`src/rtl/mem_ctrl_pkg.sv`:
```
// Shared types for the memory arbitration controller: opcodes, FSM states
// and the cache-line fill-count derivation.
package mem_ctrl_pkg;

  typedef enum logic [1:0] {
    OP_IDLE  = 2'b00,
    OP_READ  = 2'b01,
    OP_RSVD  = 2'b10,
    OP_WRITE = 2'b11
  } op_e;

  typedef enum logic [2:0] {
    ST_STARTUP,
    ST_ARB,
    ST_WFILL,
    ST_HOSTWR,
    ST_HOSTRD,
    ST_RDRAIN
  } state_e;

  // Number of channel words that make up one host cache line.
  function automatic int unsigned fill_count_f(input int unsigned cl_size_width,
                                               input int unsigned word_size);
    return cl_size_width / word_size;
  endfunction

endpackage

```
`src/rtl/mem_arb_ctrl_if.sv`:
```
// Channel-side and host-side bus bundle of mem_arb_ctrl.
interface mem_arb_ctrl_if #(
  parameter int unsigned WORD_SIZE     = 32,
  parameter int unsigned CL_SIZE_WIDTH = 512,
  parameter int unsigned ADDR_BITCOUNT = 64,
  parameter int unsigned NUM_CH        = 4
);

  logic                                host_init;
  logic                                host_rd_ready;
  logic                                host_wr_ready;
  logic [NUM_CH-1:0][1:0]              ch_op;
  logic [NUM_CH-1:0][ADDR_BITCOUNT-1:0] ch_addr;
  logic [ADDR_BITCOUNT-1:0]            address_offset;
  logic [NUM_CH-1:0][WORD_SIZE-1:0]    ch_wdata;
  logic [CL_SIZE_WIDTH-1:0]            host_data_bus_read_in;
  logic [CL_SIZE_WIDTH-1:0]            host_data_bus_write_out;
  logic [ADDR_BITCOUNT-1:0]            host_addr;
  logic                                host_re;
  logic                                host_we;
  logic [NUM_CH-1:0]                   ch_grant;
  logic [WORD_SIZE-1:0]                ch_rdata;
  logic [NUM_CH-1:0]                   ch_wr_accept;
  logic [NUM_CH-1:0]                   ch_rd_valid;
  logic [NUM_CH-1:0]                   ch_tx_done;
  logic                                ready;

  // Controller side
  modport slave (
    input  host_init, host_rd_ready, host_wr_ready, ch_op, ch_addr,
           address_offset, ch_wdata, host_data_bus_read_in,
    output host_data_bus_write_out, host_addr, host_re, host_we, ch_grant,
           ch_rdata, ch_wr_accept, ch_rd_valid, ch_tx_done, ready
  );

  // Environment side (channels + host)
  modport master (
    output host_init, host_rd_ready, host_wr_ready, ch_op, ch_addr,
           address_offset, ch_wdata, host_data_bus_read_in,
    input  host_data_bus_write_out, host_addr, host_re, host_we, ch_grant,
           ch_rdata, ch_wr_accept, ch_rd_valid, ch_tx_done, ready
  );

endinterface

```
`src/rtl/rr_arbiter.sv`:
```
// Round-robin selector: first requester strictly after last_grant, wrapping.
module rr_arbiter #(
  parameter int unsigned NUM_CH = 4
) (
  input  logic [NUM_CH-1:0]         req,
  input  logic [$clog2(NUM_CH)-1:0] last_grant,
  output logic [NUM_CH-1:0]         grant
);

  localparam int unsigned CW = $clog2(NUM_CH);

  logic [CW-1:0] idx;
  logic          found;

  always_comb begin
    grant = '0;
    found = 1'b0;
    idx   = '0;
    for (int unsigned i = 1; i <= NUM_CH; i++) begin
      idx = CW'((32'(last_grant) + i) % NUM_CH);
      if (!found && req[idx]) begin
        grant[idx] = 1'b1;
        found      = 1'b1;
      end
    end
  end

endmodule

```
`src/rtl/mem_arb_ctrl.sv`:
```
// Arbitrates NUM_CH word-wide channels onto a cache-line host port,
// assembling write lines and draining read lines one word per cycle.
module mem_arb_ctrl
  import mem_ctrl_pkg::*;
#(
  parameter int unsigned WORD_SIZE     = 32,
  parameter int unsigned CL_SIZE_WIDTH = 512,
  parameter int unsigned ADDR_BITCOUNT = 64,
  parameter int unsigned NUM_CH        = 4
) (
  input  logic           clk,
  input  logic           rst_n,
  mem_arb_ctrl_if.slave  bus
);

  localparam int unsigned FILL_COUNT = fill_count_f(CL_SIZE_WIDTH, WORD_SIZE);
  localparam int unsigned FW         = $clog2(FILL_COUNT);
  localparam int unsigned CW         = $clog2(NUM_CH);

  state_e                               state_q, state_d;
  logic [FW-1:0]                        fill_q, fill_d;
  logic [FILL_COUNT-1:0][WORD_SIZE-1:0] line_q, line_d;
  logic [ADDR_BITCOUNT-1:0]             addr_q, addr_d;
  logic [CW-1:0]                        last_q, last_d;
  logic [CW-1:0]                        gidx_q, gidx_d;
  logic [NUM_CH-1:0]                    grant_q, grant_d;
  logic [NUM_CH-1:0]                    wr_acc_q, wr_acc_d;
  logic [NUM_CH-1:0]                    rd_val_q, rd_val_d;
  logic [WORD_SIZE-1:0]                 rdata_q, rdata_d;
  logic                                 re_q, re_d;
  logic                                 we_q, we_d;
  logic                                 ready_q, ready_d;
  logic [NUM_CH-1:0]                    tx_done_c;

  logic [NUM_CH-1:0] req;
  logic [NUM_CH-1:0] arb_gnt;
  logic [CW-1:0]     arb_idx;

  // Reserved opcode 10 is not a request.
  always_comb begin
    req = '0;
    for (int unsigned i = 0; i < NUM_CH; i++) begin
      req[i] = (bus.ch_op[i] == OP_READ) || (bus.ch_op[i] == OP_WRITE);
    end
  end

  rr_arbiter #(.NUM_CH(NUM_CH)) u_rr_arbiter (
    .req        (req),
    .last_grant (last_q),
    .grant      (arb_gnt)
  );

  always_comb begin
    arb_idx = '0;
    for (int unsigned i = 0; i < NUM_CH; i++) begin
      if (arb_gnt[i]) arb_idx = CW'(i);
    end
  end

  // Next state, datapath and next registered outputs.
  always_comb begin
    state_d   = state_q;
    fill_d    = fill_q;
    line_d    = line_q;
    addr_d    = addr_q;
    last_d    = last_q;
    gidx_d    = gidx_q;
    grant_d   = grant_q;
    tx_done_c = '0;

    case (state_q)
      ST_STARTUP: begin
        if (bus.host_init) state_d = ST_ARB;
      end
      ST_ARB: begin
        if (|req) begin
          grant_d = arb_gnt;
          gidx_d  = arb_idx;
          last_d  = arb_idx;
          addr_d  = bus.ch_addr[arb_idx] + bus.address_offset;
          fill_d  = '0;
          state_d = (bus.ch_op[arb_idx] == OP_WRITE) ? ST_WFILL : ST_HOSTRD;
        end
      end
      ST_WFILL: begin
        line_d[fill_q] = bus.ch_wdata[gidx_q];
        fill_d         = fill_q + 1'b1;
        if (fill_q == FW'(FILL_COUNT - 1)) state_d = ST_HOSTWR;
      end
      ST_HOSTWR: begin
        if (bus.host_wr_ready) begin
          tx_done_c = grant_q;
          grant_d   = '0;
          state_d   = ST_ARB;
        end
      end
      ST_HOSTRD: begin
        if (bus.host_rd_ready) begin
          line_d  = bus.host_data_bus_read_in;
          fill_d  = '0;
          state_d = ST_RDRAIN;
        end
      end
      ST_RDRAIN: begin
        fill_d = fill_q + 1'b1;
        if (fill_q == FW'(FILL_COUNT - 1)) begin
          tx_done_c = grant_q;
          grant_d   = '0;
          state_d   = ST_ARB;
        end
      end
      default: state_d = ST_STARTUP;
    endcase

    ready_d  = (state_d != ST_STARTUP);
    wr_acc_d = (state_d == ST_WFILL)  ? grant_d : '0;
    rd_val_d = (state_d == ST_RDRAIN) ? grant_d : '0;
    re_d     = (state_d == ST_HOSTRD);
    we_d     = (state_d == ST_HOSTWR);
    rdata_d  = line_d[fill_d];
  end

  always_ff @(posedge clk or negedge rst_n) begin
    if (!rst_n) begin
      state_q  <= ST_STARTUP;
      fill_q   <= '0;
      line_q   <= '0;
      addr_q   <= '0;
      last_q   <= CW'(NUM_CH - 1);
      gidx_q   <= '0;
      grant_q  <= '0;
      wr_acc_q <= '0;
      rd_val_q <= '0;
      rdata_q  <= '0;
      re_q     <= 1'b0;
      we_q     <= 1'b0;
      ready_q  <= 1'b0;
    end else begin
      state_q  <= state_d;
      fill_q   <= fill_d;
      line_q   <= line_d;
      addr_q   <= addr_d;
      last_q   <= last_d;
      gidx_q   <= gidx_d;
      grant_q  <= grant_d;
      wr_acc_q <= wr_acc_d;
      rd_val_q <= rd_val_d;
      rdata_q  <= rdata_d;
      re_q     <= re_d;
      we_q     <= we_d;
      ready_q  <= ready_d;
    end
  end

  assign bus.host_data_bus_write_out = line_q;
  assign bus.host_addr               = addr_q;
  assign bus.host_re                 = re_q;
  assign bus.host_we                 = we_q;
  assign bus.ch_grant                = grant_q;
  assign bus.ch_rdata                = rdata_q;
  assign bus.ch_wr_accept            = wr_acc_q;
  assign bus.ch_rd_valid             = rd_val_q;
  assign bus.ch_tx_done              = tx_done_c;
  assign bus.ready                   = ready_q;

endmodule
```
`src/flat_wrapper.sv`:
```
// flat-port wrapper written by rule: the top's interface ports become plain ports
module mem_arb_ctrl_flat import mem_ctrl_pkg::*;
#(
  parameter int unsigned WORD_SIZE     = 32,
  parameter int unsigned CL_SIZE_WIDTH = 512,
  parameter int unsigned ADDR_BITCOUNT = 64,
  parameter int unsigned NUM_CH        = 4
)
  (clk, rst_n, bus_host_init, bus_host_rd_ready, bus_host_wr_ready, bus_ch_op, bus_ch_addr, bus_address_offset, bus_ch_wdata, bus_host_data_bus_read_in, bus_host_data_bus_write_out, bus_host_addr, bus_host_re, bus_host_we, bus_ch_grant, bus_ch_rdata, bus_ch_wr_accept, bus_ch_rd_valid, bus_ch_tx_done, bus_ready);
  mem_arb_ctrl_if #(.WORD_SIZE(WORD_SIZE), .CL_SIZE_WIDTH(CL_SIZE_WIDTH), .ADDR_BITCOUNT(ADDR_BITCOUNT), .NUM_CH(NUM_CH)) bus_i ();
  input  logic clk;
  input  logic rst_n;
  input wire logic [$bits(bus_i.host_init)-1:0] bus_host_init;
  input wire logic [$bits(bus_i.host_rd_ready)-1:0] bus_host_rd_ready;
  input wire logic [$bits(bus_i.host_wr_ready)-1:0] bus_host_wr_ready;
  input wire logic [$bits(bus_i.ch_op)-1:0] bus_ch_op;
  input wire logic [$bits(bus_i.ch_addr)-1:0] bus_ch_addr;
  input wire logic [$bits(bus_i.address_offset)-1:0] bus_address_offset;
  input wire logic [$bits(bus_i.ch_wdata)-1:0] bus_ch_wdata;
  input wire logic [$bits(bus_i.host_data_bus_read_in)-1:0] bus_host_data_bus_read_in;
  output wire logic [$bits(bus_i.host_data_bus_write_out)-1:0] bus_host_data_bus_write_out;
  output wire logic [$bits(bus_i.host_addr)-1:0] bus_host_addr;
  output wire logic [$bits(bus_i.host_re)-1:0] bus_host_re;
  output wire logic [$bits(bus_i.host_we)-1:0] bus_host_we;
  output wire logic [$bits(bus_i.ch_grant)-1:0] bus_ch_grant;
  output wire logic [$bits(bus_i.ch_rdata)-1:0] bus_ch_rdata;
  output wire logic [$bits(bus_i.ch_wr_accept)-1:0] bus_ch_wr_accept;
  output wire logic [$bits(bus_i.ch_rd_valid)-1:0] bus_ch_rd_valid;
  output wire logic [$bits(bus_i.ch_tx_done)-1:0] bus_ch_tx_done;
  output wire logic [$bits(bus_i.ready)-1:0] bus_ready;
  assign bus_i.host_init = bus_host_init;
  assign bus_i.host_rd_ready = bus_host_rd_ready;
  assign bus_i.host_wr_ready = bus_host_wr_ready;
  assign bus_i.ch_op = bus_ch_op;
  assign bus_i.ch_addr = bus_ch_addr;
  assign bus_i.address_offset = bus_address_offset;
  assign bus_i.ch_wdata = bus_ch_wdata;
  assign bus_i.host_data_bus_read_in = bus_host_data_bus_read_in;
  assign bus_host_data_bus_write_out = bus_i.host_data_bus_write_out;
  assign bus_host_addr = bus_i.host_addr;
  assign bus_host_re = bus_i.host_re;
  assign bus_host_we = bus_i.host_we;
  assign bus_ch_grant = bus_i.ch_grant;
  assign bus_ch_rdata = bus_i.ch_rdata;
  assign bus_ch_wr_accept = bus_i.ch_wr_accept;
  assign bus_ch_rd_valid = bus_i.ch_rd_valid;
  assign bus_ch_tx_done = bus_i.ch_tx_done;
  assign bus_ready = bus_i.ready;
  mem_arb_ctrl #(.WORD_SIZE(WORD_SIZE), .CL_SIZE_WIDTH(CL_SIZE_WIDTH), .ADDR_BITCOUNT(ADDR_BITCOUNT), .NUM_CH(NUM_CH)) u_core (.clk(clk), .rst_n(rst_n), .bus(bus_i));
endmodule
```
`config.mk`:
```
export PLATFORM = sky130hd
export DESIGN_NAME = mem_arb_ctrl_flat
export DESIGN_NICKNAME = d
export VERILOG_FILES = /design/src/rtl/mem_ctrl_pkg.sv /design/src/rtl/mem_arb_ctrl_if.sv /design/src/rtl/rr_arbiter.sv /design/src/rtl/mem_arb_ctrl.sv /design/src/flat_wrapper.sv
export SDC_FILE = /design/constraint.sdc
export NUM_CORES = 2
export LEC_CHECK = 0
export ABC_AREA = 1
export CAP_MARGIN = 30
export CORE_AREA = 2 2 630 632
export DETAILED_ROUTE_END_ITERATION = 16
export DIE_AREA = 0 0 632 634
export DONT_BUFFER_PORTS = 1
export SYNTH_ARGS = -nofsm -noshare
export SYNTH_HDL_FRONTEND = slang
export SYNTH_SLANG_ARGS = --single-unit
```
`constraint.sdc`:
```
create_clock -name clk -period 14.8 [get_ports clk]
set_clock_uncertainty 0.1 [all_clocks]
set_input_delay 2.96 -clock clk [delete_from_list [all_inputs] [get_ports clk]]
set_output_delay 2.96 -clock clk [all_outputs]
set_load 0.05 [all_outputs]
```
==> flow_metrics.py <==
metrics = {
    "timing": {
        "final-setup-viol-count": 0,
        "slew_violations": 0,
        "fin_ws_ns": 6.669,
        "period_share_pct": 54.94,
        "tns_ns": 0,
        "fmax_mhz": 123.0,
        "rsz0062_at_grt": "no",
        "max-slew-margin-rel_pct": 11.54,
        "hold_violations": 0,
        "tightest_slew_ns": 1.327,
        "period_needed_ns": 8.131,
    },
    "floorplan": {
        "die_w_um": 632,
        "io_pins": 1600,
        "core_area_um2": 394200,
        "initial_core_util_pct": 10.36,
        "die_h_um": 634,
        "die_area_um2": 400700,
        "rows": 231,
    },
    "clocking": {
        "cts_tree": "built",
        "clock_sinks": 634,
        "worst_skew_pair.late_latency_ns": 0.88,
        "post_cts_resized": 0,
        "clk_path_buf_depth": 4,
        "root_buffer": "clkbuf_16",
        "cts_buffers": 97,
        "htree_levels": 3,
        "cts_hold_buf": 0,
        "clkTransAtPathRegs_ns": 0.06,
        "post_cts_buffers": 0,
    },
    "cells_and_area": {
        "utilization_pct": 13.26,
        "layout_common_cells": "nand2_1 (1052), o21ai_0 (671), dfrtp_1 (631), inv_1 (545), a21oi_1 (446)",
        "instances_no_fill": 10986,
        "fin_nets": 6549,
        "drive_gt1_share_pct": 8.882,
        "final_common_cell": "nand2_1",
        "areaGrowthSynthToFinish_pct": 28.09,
    },
    "drt": {
        "drtIter0Drc": 7225,
        "ant_nets": 0,
        "first_pass_iters": 8,
        "drc": 0,
        "wl_per_cell_um": 44.31,
        "drt_wl_total_mm": 486.7,
        "viasPerCell": 4.459,
        "num_vias": 48983,
    },
    "setup_path": {
        "worstSetupPathType": "primary input to flip-flop",
        "start_kind": "primary input",
        "r2r.worst_path.cells": 34,
        "startpoint": "bus_ch_op[4]",
        "crit_end": "u_core.bus.host_addr[54]",
        "r2r-end": "u_core.bus.host_addr[54]",
        "cp_slowest_cell": "buf_4",
        "endpoint_kind": "flip-flop",
        "critical_path.max_fanout": 85,
        "crit_top_cell": "nand2_1",
        "r2r-start": "u_core.last_q[0]",
        "r2r_slack_ns": 7.66,
        "cpPeakStageDelay_ns": 0.76,
        "crit_required_ns": 15.37,
        "cp.arrival_ns": 8.70,
    },
    "run": {
        "cap_viol_max_count": 0,
    },
    "logic_synthesis": {
        "synth_async_sr_flop_share_pct": 100.0,
        "yosysSeqAreaShare_pct": 38.87,
        "avgSynthCellArea_um2": 7.316,
        "synth_ff_type": "dfrtp_1",
        "synth-edff-count": 0,
        "ys_ff_latch": 634,
        "synthCells": 5580,
        "syn_nets": 6629,
        "syn_area_um2": 40820,
        "yosysWarnings": 0,
        "synth_cell_type_count": 51,
    },
    "global_routing": {
        "grt_start_max_net_pins": 217,
        "grtUsageTotal_pct": 23.16,
        "grt_pass1_vias": 43681,
        "overflow": 0,
        "grt_pass1_wl_mm": 583.6,
        "antenna_found_initial": 272,
    },
    "placement": {
        "gp_congestion": 1.049,
        "port_buffers": 0,
        "dp_cells": 10627,
        "dp_hpwl_mm": 403.6,
        "preCtsSetupSlack_ns": 5.927,
    },
    "worst_hold_path": {
        "min_path_type": "flip-flop to flip-flop",
        "worstHoldPathCells": 2,
    },
    "outcome": {
        "status": "completed",
    },
}
[through the flow]
step	cell area (um^2)	hold WS, ns
3_5_place_dp	48330	0.3923
6_report	52290	0.4073
3_3_place_gp	47360	0.3836
4_1_cts	51550	0.4044
5_1_grt	52110	0.4595
2_1_floorplan	40820	0.5286
[per-layer routing]
layer,part of all wire [%],track usage [%],vias up,wire (um)
li1,-,-,19515,-
met1,33,23.12,24238,158400
met2,48,39.14,4148,235500
met3,12,10.19,996,56890
met4,7.1,14.72,86,34570
met5,0.27,2.017,-,1335
[flip-flops by register name, indices dropped and copies added, names as in the netlist, 3 cells and up]
name / count
u_core.bus.host_addr: 64
u_core.bus.ch_grant: 4
u_core.bus.ch_rdata: 32
u_core.bus.ch_rd_valid: 4
u_core.bus.host_data_bus_write_out: 512
u_core.fill_q: 4
u_core.bus.ch_wr_accept: 4
u_core.state_q: 3
[cell families after synthesis]
kind of cell	count (synthesis)	synth area share (%)
AO/OA/AOI/OAI	1957	29.70
XOR/XNOR	32	0.6865
adder cells (fa/ha/maj)	76	2.348
buffers and inverters	994	9.630
flip-flops	634	38.87
AND/OR/NAND/NOR	1887	18.77
[cells in the mapped netlist (all sizes together) (5+ instances only)]
cell type | instances | area, um^2
clkinv | 13 | 50.04
xnor2 | 14 | 122.6
xor2 | 18 | 157.7
a21boi | 6 | 45.04
nor4 | 8 | 50.05
nand2 | 1084 | 4084
o211ai | 168 | 1261
o21ai | 743 | 3719
o21a | 5 | 37.54
inv | 565 | 2121
or2 | 25 | 156.4
nor2 | 438 | 1672
o21bai | 5 | 37.54
a32o | 62 | 620.6
a31oi | 31 | 193.9
a21oi | 448 | 2253
ha | 75 | 938.4
nand3 | 310 | 1572
nor3 | 11 | 55.05
a221oi | 219 | 1918
a21o | 11 | 82.58
dfrtp | 632 | 15820
clkbuf | 258 | 968.4
buf | 158 | 792.0
a22oi | 248 | 1867
[worst min path at each step]
stage                                                 start                                       to  slack (ns)
global route        u_core.bus.host_data_bus_write_out[438]  u_core.bus.host_data_bus_write_out[438]        0.46
detailed placement  u_core.bus.host_data_bus_write_out[438]  u_core.bus.host_data_bus_write_out[438]        0.39
floorplan                                 u_core.state_q[2]                        u_core.state_q[2]        0.53
finish              u_core.bus.host_data_bus_write_out[438]  u_core.bus.host_data_bus_write_out[438]        0.41
CTS                 u_core.bus.host_data_bus_write_out[438]  u_core.bus.host_data_bus_write_out[438]        0.40
global placement    u_core.bus.host_data_bus_write_out[438]  u_core.bus.host_data_bus_write_out[438]        0.38
[cell type report]
type | count | area (um^2)
Clock inverter | 52 | 619.3
Inverter | 578 | 2190
Sequential cell | 634 | 15870
Fill cell | 45565 | 341900
Multi-Input combinational cell | 3952 | 21270
Tap cell | 5242 | 6559
Antenna cell | 171 | 427.9
Timing Repair Buffer | 237 | 2756
Clock buffer | 120 | 2604
[worst max-delay path: cells and delay by family]
kind | cells | cell delay, ns
and+or+nand+nor | 19 | 1.99
adders and majority gates | 2 | 0.58
buffers and inverters | 7 | 1.71
AOI/OAI and AO/OA | 4 | 1.37
Power is left out: the tool's default activity adds up to more than one toggle a clock period on the data nets, which glitch-free logic cannot reach.
